`config.mk`:
```
export PLATFORM = sky130hd
export DESIGN_NAME = gc_multi_poller
export DESIGN_NICKNAME = d
export VERILOG_FILES = /design/src/rtl/gc_multi_poller.sv
export SDC_FILE = /design/constraint.sdc
export NUM_CORES = 1
export LEC_CHECK = 0
export ABC_AREA = 1
export CORE_ASPECT_RATIO = 1.5
export CORE_MARGIN = 1
export CORE_UTILIZATION = 55
export CTS_CLUSTER_DIAMETER = 120
export DETAILED_ROUTE_END_ITERATION = 10
export GPL_ROUTABILITY_DRIVEN = 0
export PLACE_DENSITY = 0.82
export SLEW_MARGIN = 20
export SYNTH_ARGS = -nofsm -noshare
export SYNTH_HDL_FRONTEND = slang
export SYNTH_SLANG_ARGS = --single-unit
```
`constraint.sdc`:
```
create_clock -name SYSCLK -period 4.25 [get_ports SYSCLK]
set_input_delay 0.6375 -clock SYSCLK [delete_from_list [all_inputs] [get_ports SYSCLK]]
set_output_delay 0.6375 -clock SYSCLK [all_outputs]
set_load 0.05 [all_outputs]
```
`src/rtl/gc_multi_poller.sv`:
```
`default_nettype none
// ============================================================================
// Module      : gc_multi_poller
// Description : Round-robin GameCube controller poll engine for NUM_PORTS
//               one-wire open-drain pads. Each slot sends the 24-bit poll
//               command 0x4003_0r (r = rumble) plus a stop bit. It then
//               receives a 64-bit status word plus stop bit and publishes it
//               for the polled port.
// Ports       : SYSCLK    - fabric clock
//               SYSRESET  - synchronous active-high reset
//               enable    - 1 = start slots at period wrap; 0 = idle after slot
//               rumble    - per-port rumble request, sampled at slot start
//               data_in   - raw pad levels (asynchronous)
//               data_oe   - 1 = pull pad low, 0 = release
//               status    - last good status word per port (64 bits each)
//               port_ok   - last slot for the port completed without fault
//               rx_valid  - one-cycle pulse when a slot finishes
//               rx_port   - port index reported by rx_valid
//               busy      - a slot is in progress
// Revision    : 1.0 - initial release
// ============================================================================
module gc_multi_poller #(
  parameter int CLK_HZ     = 10_000_000,
  parameter int NUM_PORTS  = 4,
  parameter int POLL_US    = 5000,
  parameter int TIMEOUT_US = 100
) (
  input  logic                      SYSCLK,
  input  logic                      SYSRESET,
  input  logic                      enable,
  input  logic [NUM_PORTS-1:0]      rumble,
  input  logic [NUM_PORTS-1:0]      data_in,
  output logic [NUM_PORTS-1:0]      data_oe,
  output logic [NUM_PORTS*64-1:0]   status,
  output logic [NUM_PORTS-1:0]      port_ok,
  output logic                      rx_valid,
  output logic [2:0]                rx_port,
  output logic                      busy
);

  localparam int c_US      = CLK_HZ / 1_000_000;
  localparam int c_PER_CYC = POLL_US * c_US;
  localparam int c_TO_CYC  = TIMEOUT_US * c_US;
  localparam int c_PW      = (NUM_PORTS > 1) ? $clog2(NUM_PORTS) : 1;
  localparam int c_PERW    = (c_PER_CYC > 1) ? $clog2(c_PER_CYC) : 1;
  localparam int c_TMAX    = (c_TO_CYC > 4 * c_US) ? c_TO_CYC : 4 * c_US;
  localparam int c_TW      = $clog2(c_TMAX + 1);

  // Timer compare values are "duration - 1" because the timer starts at 0.
  localparam logic [c_TW-1:0]   c_T_1US    = c_TW'(c_US - 1);
  localparam logic [c_TW-1:0]   c_T_2US    = c_TW'(2 * c_US - 1);
  localparam logic [c_TW-1:0]   c_T_3US    = c_TW'(3 * c_US - 1);
  localparam logic [c_TW-1:0]   c_T_TO     = c_TW'(c_TO_CYC - 1);
  localparam logic [c_PERW-1:0] c_PER_LAST = c_PERW'(c_PER_CYC - 1);
  localparam logic [c_PW-1:0]   c_PTR_LAST = c_PW'(NUM_PORTS - 1);

  typedef enum logic [3:0] {
    S_IDLE      = 4'd0,
    S_TX_LOW    = 4'd1,
    S_TX_HIGH   = 4'd2,
    S_TX_STOP   = 4'd3,
    S_RX_EDGE   = 4'd4,
    S_RX_SAMPLE = 4'd5,
    S_RX_HIGH   = 4'd6,
    S_RX_STOP   = 4'd7,
    S_DONE      = 4'd8
  } state_t;

  state_t               state_q, state_d;
  logic [c_PERW-1:0]    per_q, per_d;
  logic [c_TW-1:0]      tmr_q, tmr_d;
  logic [c_PW-1:0]      ptr_q, ptr_d;
  logic [23:0]          cmd_q, cmd_d;
  logic [4:0]           tx_bit_q, tx_bit_d;
  logic [6:0]           rx_cnt_q, rx_cnt_d;
  logic [63:0]          shadow_q, shadow_d;
  logic                 stop_fell_q, stop_fell_d;
  logic [NUM_PORTS-1:0] sync1_q, sync2_q;
  logic                 line_prev_q;
  logic [NUM_PORTS-1:0] data_oe_q, data_oe_d;
  logic [63:0]          status_q [NUM_PORTS];
  logic [63:0]          status_d [NUM_PORTS];
  logic [NUM_PORTS-1:0] port_ok_q, port_ok_d;
  logic                 rx_valid_q, rx_valid_d;
  logic [2:0]           rx_port_q, rx_port_d;
  logic                 busy_q, busy_d;

  logic w_line;
  logic w_fall;
  logic w_wrap;
  logic w_fin;
  logic w_fin_ok;

  // Only the synchronised level of the port being served matters.
  assign w_line = sync2_q[ptr_q];
  assign w_fall = line_prev_q & ~w_line;
  assign w_wrap = (per_q == c_PER_LAST);

  always_comb begin
    state_d     = state_q;
    per_d       = w_wrap ? '0 : per_q + 1'b1;
    tmr_d       = tmr_q;
    ptr_d       = ptr_q;
    cmd_d       = cmd_q;
    tx_bit_d    = tx_bit_q;
    rx_cnt_d    = rx_cnt_q;
    shadow_d    = shadow_q;
    stop_fell_d = stop_fell_q;
    status_d    = status_q;
    port_ok_d   = port_ok_q;
    rx_valid_d  = 1'b0;
    rx_port_d   = rx_port_q;
    w_fin       = 1'b0;
    w_fin_ok    = 1'b0;

    case (state_q)
      S_IDLE: begin
        // A wrap while busy never reaches here, so it is simply ignored.
        if (w_wrap && enable) begin
          state_d  = S_TX_LOW;
          tmr_d    = '0;
          tx_bit_d = '0;
          cmd_d    = {16'h4003, 7'd0, rumble[ptr_q]};
        end
      end

      S_TX_LOW: begin
        if (tmr_q == (cmd_q[23] ? c_T_1US : c_T_3US)) begin
          state_d = S_TX_HIGH;
          tmr_d   = '0;
        end else begin
          tmr_d = tmr_q + 1'b1;
        end
      end

      S_TX_HIGH: begin
        if (tmr_q == (cmd_q[23] ? c_T_3US : c_T_1US)) begin
          tmr_d = '0;
          cmd_d = {cmd_q[22:0], 1'b0};
          if (tx_bit_q == 5'd23) begin
            state_d = S_TX_STOP;
          end else begin
            state_d  = S_TX_LOW;
            tx_bit_d = tx_bit_q + 1'b1;
          end
        end else begin
          tmr_d = tmr_q + 1'b1;
        end
      end

      S_TX_STOP: begin
        if (tmr_q == c_T_1US) begin
          state_d  = S_RX_EDGE;
          tmr_d    = '0;
          rx_cnt_d = '0;
        end else begin
          tmr_d = tmr_q + 1'b1;
        end
      end

      S_RX_EDGE: begin
        if (w_fall) begin
          state_d = S_RX_SAMPLE;
          tmr_d   = '0;
        end else if (tmr_q == c_T_TO) begin
          w_fin = 1'b1;
        end else begin
          tmr_d = tmr_q + 1'b1;
        end
      end

      S_RX_SAMPLE: begin
        if (tmr_q == c_T_2US) begin
          shadow_d = {shadow_q[62:0], w_line};
          rx_cnt_d = rx_cnt_q + 1'b1;
          state_d  = S_RX_HIGH;
          tmr_d    = '0;
        end else begin
          tmr_d = tmr_q + 1'b1;
        end
      end

      S_RX_HIGH: begin
        // Waiting for the high level here absorbs short glitches after a sample.
        if (w_line) begin
          tmr_d = '0;
          if (rx_cnt_q == 7'd64) begin
            state_d     = S_RX_STOP;
            stop_fell_d = 1'b0;
          end else begin
            state_d = S_RX_EDGE;
          end
        end else if (tmr_q == c_T_TO) begin
          w_fin = 1'b1;
        end else begin
          tmr_d = tmr_q + 1'b1;
        end
      end

      S_RX_STOP: begin
        // Two phases: the stop bit's falling edge, then its return high.
        if (!stop_fell_q && w_fall) begin
          stop_fell_d = 1'b1;
          tmr_d       = '0;
        end else if (stop_fell_q && w_line) begin
          w_fin    = 1'b1;
          w_fin_ok = 1'b1;
        end else if (tmr_q == c_T_TO) begin
          w_fin = 1'b1;
        end else begin
          tmr_d = tmr_q + 1'b1;
        end
      end

      S_DONE: begin
        state_d = S_IDLE;
        ptr_d   = (ptr_q == c_PTR_LAST) ? '0 : ptr_q + 1'b1;
      end

      default: state_d = S_IDLE;
    endcase

    // Slot completion: results are published together with the rx_valid pulse.
    if (w_fin) begin
      state_d          = S_DONE;
      rx_valid_d       = 1'b1;
      rx_port_d        = 3'(ptr_q);
      port_ok_d[ptr_q] = w_fin_ok;
      if (w_fin_ok) begin
        status_d[ptr_q] = shadow_q;
      end
    end

    busy_d = (state_d != S_IDLE);

    for (int i = 0; i < NUM_PORTS; i++) begin
      data_oe_d[i] = ((state_d == S_TX_LOW) || (state_d == S_TX_STOP)) &&
                     (ptr_q == c_PW'(i));
    end
  end

  always_ff @(posedge SYSCLK) begin
    if (SYSRESET) begin
      state_q     <= S_IDLE;
      per_q       <= '0;
      tmr_q       <= '0;
      ptr_q       <= '0;
      cmd_q       <= '0;
      tx_bit_q    <= '0;
      rx_cnt_q    <= '0;
      shadow_q    <= '0;
      stop_fell_q <= 1'b0;
      // Idle line level is high; presetting avoids a false falling edge.
      sync1_q     <= '1;
      sync2_q     <= '1;
      line_prev_q <= 1'b1;
      data_oe_q   <= '0;
      status_q    <= '{default: '0};
      port_ok_q   <= '0;
      rx_valid_q  <= 1'b0;
      rx_port_q   <= '0;
      busy_q      <= 1'b0;
    end else begin
      state_q     <= state_d;
      per_q       <= per_d;
      tmr_q       <= tmr_d;
      ptr_q       <= ptr_d;
      cmd_q       <= cmd_d;
      tx_bit_q    <= tx_bit_d;
      rx_cnt_q    <= rx_cnt_d;
      shadow_q    <= shadow_d;
      stop_fell_q <= stop_fell_d;
      sync1_q     <= data_in;
      sync2_q     <= sync1_q;
      line_prev_q <= w_line;
      data_oe_q   <= data_oe_d;
      status_q    <= status_d;
      port_ok_q   <= port_ok_d;
      rx_valid_q  <= rx_valid_d;
      rx_port_q   <= rx_port_d;
      busy_q      <= busy_d;
    end
  end

  assign data_oe  = data_oe_q;
  assign port_ok  = port_ok_q;
  assign rx_valid = rx_valid_q;
  assign rx_port  = rx_port_q;
  assign busy     = busy_q;

  generate
    for (genvar g = 0; g < NUM_PORTS; g++) begin : g_status_pack
      assign status[64*g +: 64] = status_q[g];
    end
  endgenerate

endmodule
`default_nettype wire

```
* Word level (Yosys, flattened, before mapping)
Cells that the tools add are included.
Operators by class: $add $sub $neg 5, $lt $le $gt $ge 4, eq/ne operators 30, multiplexer cells 59, bitwise gates (word level) 3, reductions and logical operators 26
Operators with widths (count):
- 256-bit bitwise mux | 1
- 64-bit demux with 2-bit select | 1
- 10-bit two-way mux | 10
- 10-bit one-hot mux with 8 select lines | 1
- 64-bit two-way mux | 1
- 24-bit two-way mux | 2
- 24-bit one-hot mux with 2 select lines | 1
- 4-bit two-way mux | 8
- 4-bit one-hot mux with 8 select lines | 1
- 5-bit two-way mux | 5
- 10-bit by 5-bit == test with 1-bit output | 2
- 16-bit by 1-bit adder with 16-bit output, second input constant | 1
- 16-bit == test, second input constant | 1
- 4-bit by 3-bit == test with 1-bit output, second input constant | 4
- 2-bit != test, second input constant | 8
- 1-bit two-way mux | 15
- 7-bit two-way mux | 2
- 7-bit one-hot mux with 2 select lines | 1
- 4-bit by 2-bit == test with 1-bit output, second input constant | 3
- 10-bit by 1-bit adder with 10-bit output, second input constant | 1
- 10-bit == test, second input constant | 1
- 10-bit by 4-bit == test with 1-bit output, second input constant | 1
- 10-bit by 5-bit == test with 1-bit output, second input constant | 1
- 5-bit one-hot mux with 2 select lines | 1
- 35 further kinds | 54
Word-level totals: bits in registers 410

* Depth between registers and ports, before layout
Gate-level depths: netlist of the first run.
depth in word-level cells 11, mapped depth 14, mapped depth without buffers 13

* Least setup slack after synthesis of the first run
OpenSTA, ideal clock, no wires.
path type register -> register, start reg per_q[0], end reg tmr_q[0], setup time 0.116 ns, arrival time 1.697 ns, required time 4.134 ns, setup slack 2.438 ns, cell stages (with the launch flop) 13, period minus slack after synthesis 1.812 ns, cells stage by stage dfxtp_1 > ha_1 > nand2_1 > inv_1 > nand2_1 > nor2_1 > nand3_1 > nand2_1 > inv_1 > nor2_1 > clkinv_1 > a21oi_1 > nor2_1
Between the ends: longest elaborated chain between the ends 4
Ends and longest elaborated chain:
- from (decl) | RTL line 70 | logic [c_PERW-1:0] per_q, per_d;
- from (signal assigned) | RTL line 265 | per_q <= per_d;
- 16-bit == test | RTL line 97 | assign w_wrap = (per_q == c_PER_LAST);
- 1-bit logical AND | RTL line 119 | if (w_wrap && enable) begin
- 2-bit != test (no source line)
- 3-bit AND reduction (no source line)
- to (signal assigned) | RTL line 266 | tmr_q <= tmr_d;
- to (decl) | RTL line 71 | logic [c_TW-1:0] tmr_q, tmr_d;
Every way passes these cells. A chain may end at the register's enable or synchronous reset.

* Worst setup path after layout of the first run
start reg ptr_q[0], end reg status_q, in the netlist status[98]
Between the ends: longest elaborated chain between the ends 8, elaborated cells between the ends (all ways) 22, classes of those cells 2 x order compare; 13 x mux; 3 x bitwise; 4 x reduce/logical
Ends and longest elaborated chain:
- from (decl) | RTL line 72 | logic [c_PW-1:0] ptr_q, ptr_d;
- from (signal assigned) | RTL line 267 | ptr_q <= ptr_d;
- 1-bit binary-select mux with 2-bit select | RTL line 95 | assign w_line = sync2_q[ptr_q];
- 1-bit two-way mux (not written as such) | RTL line 95
- 1-bit NOT | RTL line 96 | assign w_fall = line_prev_q & ~w_line;
- 1-bit bitwise AND | RTL line 96
- 1-bit logical AND | RTL line 202 | if (!stop_fell_q && w_fall) begin
- 1-bit two-way mux | RTL line 202
- 1-bit one-hot mux with 3 select lines / 1-bit two-way mux (equally long branches) | RTL line 116 | case (state_q)
- 2-bit AND reduction (no source line)
- to (signal assigned) | RTL line 277 | status_q <= status_d;
- to (decl) | RTL line 81 | logic [63:0] status_q [NUM_PORTS];
Several ways; a longest one is shown, not always the timed one. The select of a mux whose other input is x is not followed.

==> results of run 1 <==
==> per-stage QoR <==
stage | instance area (um2) | setup WS, ps | std cells | hold slack (ps)
2_1_floorplan | 15800 | 2440 | 2065 | 389
3_5_place_dp | 18400 | 1070 | 2554 | 398
5_1_grt | 19600 | 713 | 2619 | 427
3_3_place_gp | 18400 | 1220 | 2554 | 391
4_1_cts | 19600 | 1050 | 2619 | 414
6_report | 19600 | 982 | 2619 | 412
==> metal layers <==
| metal | global-route usage, % | vias to the layer above | wire, um |
|---|---|---|---|
| li1 | - | 7232 | - |
| met1 | 35.8 | 7160 | 17000 |
| met2 | 52.7 | 790 | 22500 |
| met3 | 4.59 | 167 | 3430 |
| met4 | 20.5 | 0 | 3140 |
| met5 | 0 | - | 0 |
==> final cells by class <==
type	instances	area, um2	area share [%]
clock inverter	13	158	0.803
inverter	68	260	1.33
tap	346	433	2.20
sequential	410	8210	41.8
clock buffer	52	1040	5.32
multi-input combinational	1434	6600	33.6
timing repair buffer	296	2940	14.9
==> flip-flops by register name, summed over array words and instances, names as in the netlist, 2 cells and up <==
| name | count |
|---|---|
| per_q | 16 |
| status | 256 |
| shadow_q | 64 |
| port_ok | 4 |
| tmr_q | 10 |
| sync1_q | 4 |
| rx_cnt_q | 7 |
| rx_port | 2 |
| tx_bit_q | 5 |
| ptr_q | 2 |
| sync2_q | 4 |
| data_oe | 4 |
| state_q | 4 |
| cmd_q | 24 |
==> power groups by stage <==
stage | clock network [uW] | registers [uW] | logic [uW]
6_report | 3360 | 3860 | 149
5_1_grt | 3520 | 3860 | 164
4_1_cts | 3380 | 3860 | 147
3_5_place_dp | 0 | 3950 | 146
3_3_place_gp | 0 | 3940 | 143
2_1_floorplan | 0 | 3950 | 99.5
==> cells in the mapped netlist <==
master / number
a31oi_1: 1
a21oi_1: 376
and3_1: 2
or2_2: 10
clkbuf_1: 90
inv_1: 63
xnor2_1: 3
or4_1: 1
nand2_1: 540
o21ai_0: 38
o22ai_1: 1
xor2_1: 7
o211ai_1: 2
nand3b_1: 3
a211oi_1: 2
nor3_2: 1
nand3_1: 302
conb_1: 1
buf_2: 34
nor3b_1: 1
dfxtp_1: 410
nand4_1: 11
nand3_2: 2
buf_4: 29
ha_1: 10
o21a_1: 1
nor2_1: 95
nor3_4: 1
inv_2: 3
nor3_1: 23
clkinv_1: 2
==> logic make-up (layout without fill, tap and decap cells) <==
kind of cell	Yosys count	after routing
buffers and inverters	221	429
DFF	410	410
other	1	1
xor gates and xnor gates	10	10
AOI/OAI and AO/OA	421	421
adders and majority gates	10	10
and+or+nand+nor	992	992
==> worst paths after layout <==
check	slack, ps	cells after the start	start	end
worst max-delay path	980	11	ptr_q[0]	status[98]
worst min register to register	410	1	sync1_q[1]	sync2_q[1]
worst min-delay path	410	1	sync1_q[1]	sync2_q[1]
worst max register to register	980	11	ptr_q[0]	status[98]
==> flow_metrics.tcl, run 1 <==
set metrics [dict create \
    viasPerCell 5.86 \
    pwr-share-seq_pct 52.4 \
    path_cells "inv_1 > nand2_1 > nand3_1 > nand2_1 > inv_1 > nand3_2 > inv_6 > nand2_2 > buf_4 > nand2_1 > a21oi_1" \
    leakage_uw 0.00658 \
    clk_latency_ps 530 \
    ys_warn_count 0 \
    port_buffers 278 \
    core_area_um2 28100 \
    critical_path.slowest_cell "nand2_2" \
    sw_frac_of_total_pct 21.3 \
    tightest_slew_ps 907 \
    synth_top_area_share_pct 52.1 \
    drv_cap 0 \
    p_int_uw 5800 \
    grt_pass1_vias 14200 \
    rsz0062_at_grt "false" \
    startpoint_type "flop" \
    synth_top_family_by_area "simple AND/OR/NAND/NOR gates" \
    synth_compound_area_share_pct 13.5 \
    yosysUniqueCellTypes 31 \
    fmax_ghz 0.306 \
    syn_avg_cell_area_um2 7.63 \
    antenna_found_initial 0 \
    die_x_um 140 \
    worst_ep_arrival_time_ps 3650 \
    hpwlAfterDp_mm 29.4 \
    final_common_cell "nand2_1" \
    wl_per_cell_um 17.6 \
    required_ps 4630 \
    nFillCells 2191 \
    cp_max_fo 94 \
    min_period_ps 3270 \
    worst-path-buf-inv 4 \
    grt_use_total_pct 30.8 \
    post-route-period-util_pct 76.9 \
    die_area_um2 29400 \
    yosysSeqAreaShare_pct 52.1 \
    cts_sinks 410 \
    grt_max_degree 176 \
    drive_gt1_share_pct 4.40 \
    p_clk_share_pct 45.6 \
    path_class "reg -> reg" \
    initial_core_util_pct 56.2 \
    drc 0 \
    holdCritPathClass "reg -> reg" \
    synth_largest_area_cell "dfxtp_1" \
    drt-pass1-iter-count 6 \
    synth-adder-area-share_pct 0.794 \
    placementRows 75 \
    yosys-mux-area-fraction_pct 0 \
    routed_wl_mm 46.0 \
    max-vdd-ir-drop_v 0.000365 \
    relSlewSlack_pct 39.5 \
    critPathMostFrequentCell "nand2_1" \
    slowest_delay_ps 640 \
    vias 15300 \
    dieHeight_um 209 \
    fin_util_pct 70.0 \
    final_cell_mix "nand2_1, dfxtp_1, a21oi_1" \
    status "finished clean" \
    post_cts_buffers 0 \
    cts_tree "built" \
    area_delta_synth_final_pct 24.6 \
    hold_violations 0 \
    synth_cells 2065 \
    ant_nets 0 \
    clockRootBuffer "clkbuf_16" \
    cts_hold_buf 0 \
    synth-seq-cells 410 \
    numCtsBuffers 38 \
    cts.repair.resized 0 \
    synth_simple_gate_area_share_pct 26.9 \
    power_uw 7360 \
    pwr_density_cell_nw_per_um2 375 \
    h-tree-depth 2 \
    syn_area_um2 15800 \
    drt_iter0_drc 1404 \
    syn_nets 2086 \
    setup-violations-final 0 \
    finalNetCount 2269 \
    antennaDiodeCount 0 \
    io_pins 280 \
    slew_violations 0 \
    synth_xor_xnor_area_share_pct 0.556 \
    finClkSkew_ps 13.1 \
    overflow 0 \
    clk_pin_slew_ps 60 \
    comb_power_share_pct 2.0 \
    ys_top_cells_by_area "dfxtp_1, nand2_1, a21oi_1" \
    finalSetupTns_ps 0 \
    crit_family "buffers and inverters" \
    end_kind "flop" \
    grt_pass1_wl_mm 73.2 \
    clockBufferDepth 3 \
    p_switching_uw 1570 \
]
No activity file was read; power rests on OpenSTA's default activity.
==> run 2, diff against run 1 <==
- CORE_UTILIZATION: 55 -> 53
- PLACE_DENSITY: 0.82 -> 0.79
- clock period: 4.25 -> 3.3 ns (I/O delays scaled with it)
==> run 2 against run 1 <==
Compared with the run above:
- clock power is 32% higher
- final cell count is 2.3% higher
- worst setup slack worse by 530 ps
- sequential share of layout area is 0.44 points lower
- largest cell class unchanged
- highest routed layer unchanged
==> flow_metrics.tcl, run 2 (synthesis gave the netlist of run 1 again) <==
set metrics [dict create \
    rsz0062_at_grt "false" \
    hold_violations 0 \
    ant_nets 0 \
    grt_pass1_vias 13900 \
    fin_util_pct 67.5 \
    drt_iter0_drc 1307 \
    overflow 0 \
    finClkSkew_ps 11.5 \
    whs_path_depth 2 \
    startpoint_type "flop" \
    cts_sinks 410 \
    min_to "status[68]" \
    viasPerCell 5.67 \
    relSlewSlack_pct 28.2 \
    stdcell_count 2678 \
    clockRootBuffer "clkbuf_16" \
    post_cts_buffers 0 \
    dieHeight_um 213 \
    final_common_cell "nand2_1" \
    core_area_um2 29400 \
    worst_ep_arrival_time_ps 3300 \
    wl_per_cell_um 17.1 \
    slew_violations 0 \
    timing.rr.end "status[20]" \
    power_uw 9600 \
    tightest_slew_ps 1080 \
    area_delta_synth_final_pct 25.9 \
    hp-start "SYSRESET" \
    grt_pass1_wl_mm 72.1 \
    die_x_um 143 \
    r2r_start "ptr_q[0]" \
    drt-pass1-iter-count 6 \
    finalNetCount 2276 \
    io_pins 280 \
    leakage_uw 0.00667 \
    post-route-period-util_pct 86.2 \
    status "finished clean" \
    cts.repair.resized 0 \
    setup-violations-final 0 \
    max-vdd-ir-drop_v 0.000517 \
    path_class "reg -> reg" \
    r2r_cells 10 \
    cts_tree "built" \
    die_area_um2 30500 \
    clk_pin_slew_ps 70 \
    final_cell_mix "nand2_1, dfxtp_1, a21oi_1" \
    regToRegSetupSlack_ps 460 \
    min_period_ps 2840 \
    required_ps 3750 \
    placementRows 77 \
    clk_latency_ps 530 \
    drive_gt1_share_pct 5.04 \
    hpwlAfterDp_mm 29.3 \
    antenna_found_initial 0 \
    clockBufferDepth 3 \
    antennaDiodeCount 0 \
    end_kind "flop" \
    drv_cap 0 \
    port_buffers 278 \
    drc 0 \
    grt_max_degree 193 \
    largest_register_ffs 256 \
    numCtsBuffers 37 \
    cts_hold_buf 0 \
    holdCritPathClass "in -> reg" \
    initial_core_util_pct 53.7 \
    finalSetupTns_ps 0 \
    dpl.cell_count 2611 \
    routed_wl_mm 45.8 \
    pwr_density_cell_nw_per_um2 484 \
    vias 15200 \
    fmax_ghz 0.352 \
    cp_max_fo 80 \
    h-tree-depth 2 \
    grt_use_total_pct 29.8 \
    holdWs_ps 348 \
]
-- run 2: cell types whose count changed in the layout (fill, tap and decap cells not counted), moves of 2 or more --
cell	change
clkinv_2	+3
clkbuf_1	-5
buf_4	+6
clkbuf_8	+6
buf_12	+2
-- run 2: routing by layer --
metal  up-vias  global-route usage [%]  part of all wire [%]
li1       7242                       -                     -
met4         0                    18.9                   5.8
met3       150                    4.64                   7.3
met5         -                       0                     0
met2       667                    50.0                    49
met1      7130                    35.5                    38
-- run 2: worst max-delay path: stages, from the launching register on --
cell and delay, ps:
dfxtp_1 380, inv_1 220, nand2_1 80, nand3_1 70, nand2_1 220, inv_1 150
nand3_2 130, inv_6 360, buf_4 700, nand3_1 180, a21oi_1 190
-- run 2: cell type report --
cell class | instances | area, um2
multi-input cells | 1434 | 6600
flip-flops and latches | 410 | 8210
repair buffers | 304 | 3020
clock buffers | 53 | 1110
inverters | 68 | 260
fillers | 2472 | 9540
well taps | 395 | 494
clock inverters | 14 | 155
-- run 2: how the worst max path moves through the flow --
stage	from	end	slack, ps	depth (start not counted)
2_1_floorplan	per_q[0]	tmr_q[0]	1490	12
4_1_cts	ptr_q[0]	status[20]	500	10
5_1_grt	ptr_q[0]	status[145]	170	10
3_3_place_gp	ptr_q[0]	status[0]	590	10
3_5_place_dp	ptr_q[0]	status[75]	520	10
6_report	ptr_q[0]	status[20]	460	10
-- run 2: metrics by stage --
step / area, um2 / setup slack (ps)
final: 19800 / 456
after global routing: 19800 / 170
after CTS: 19800 / 497
after detailed placement: 18600 / 518
after global placement: 18600 / 592
after floorplan: 15800 / 1490
-- run 2: power breakdown --
part | internal [uW] | switching (uW) | leakage, uW | total, uW
registers | 4960 | 9.00 | 0.00330 | 4970
logic | 43.2 | 150 | 0.00274 | 193
clock network | 2590 | 1850 | 0.000628 | 4440
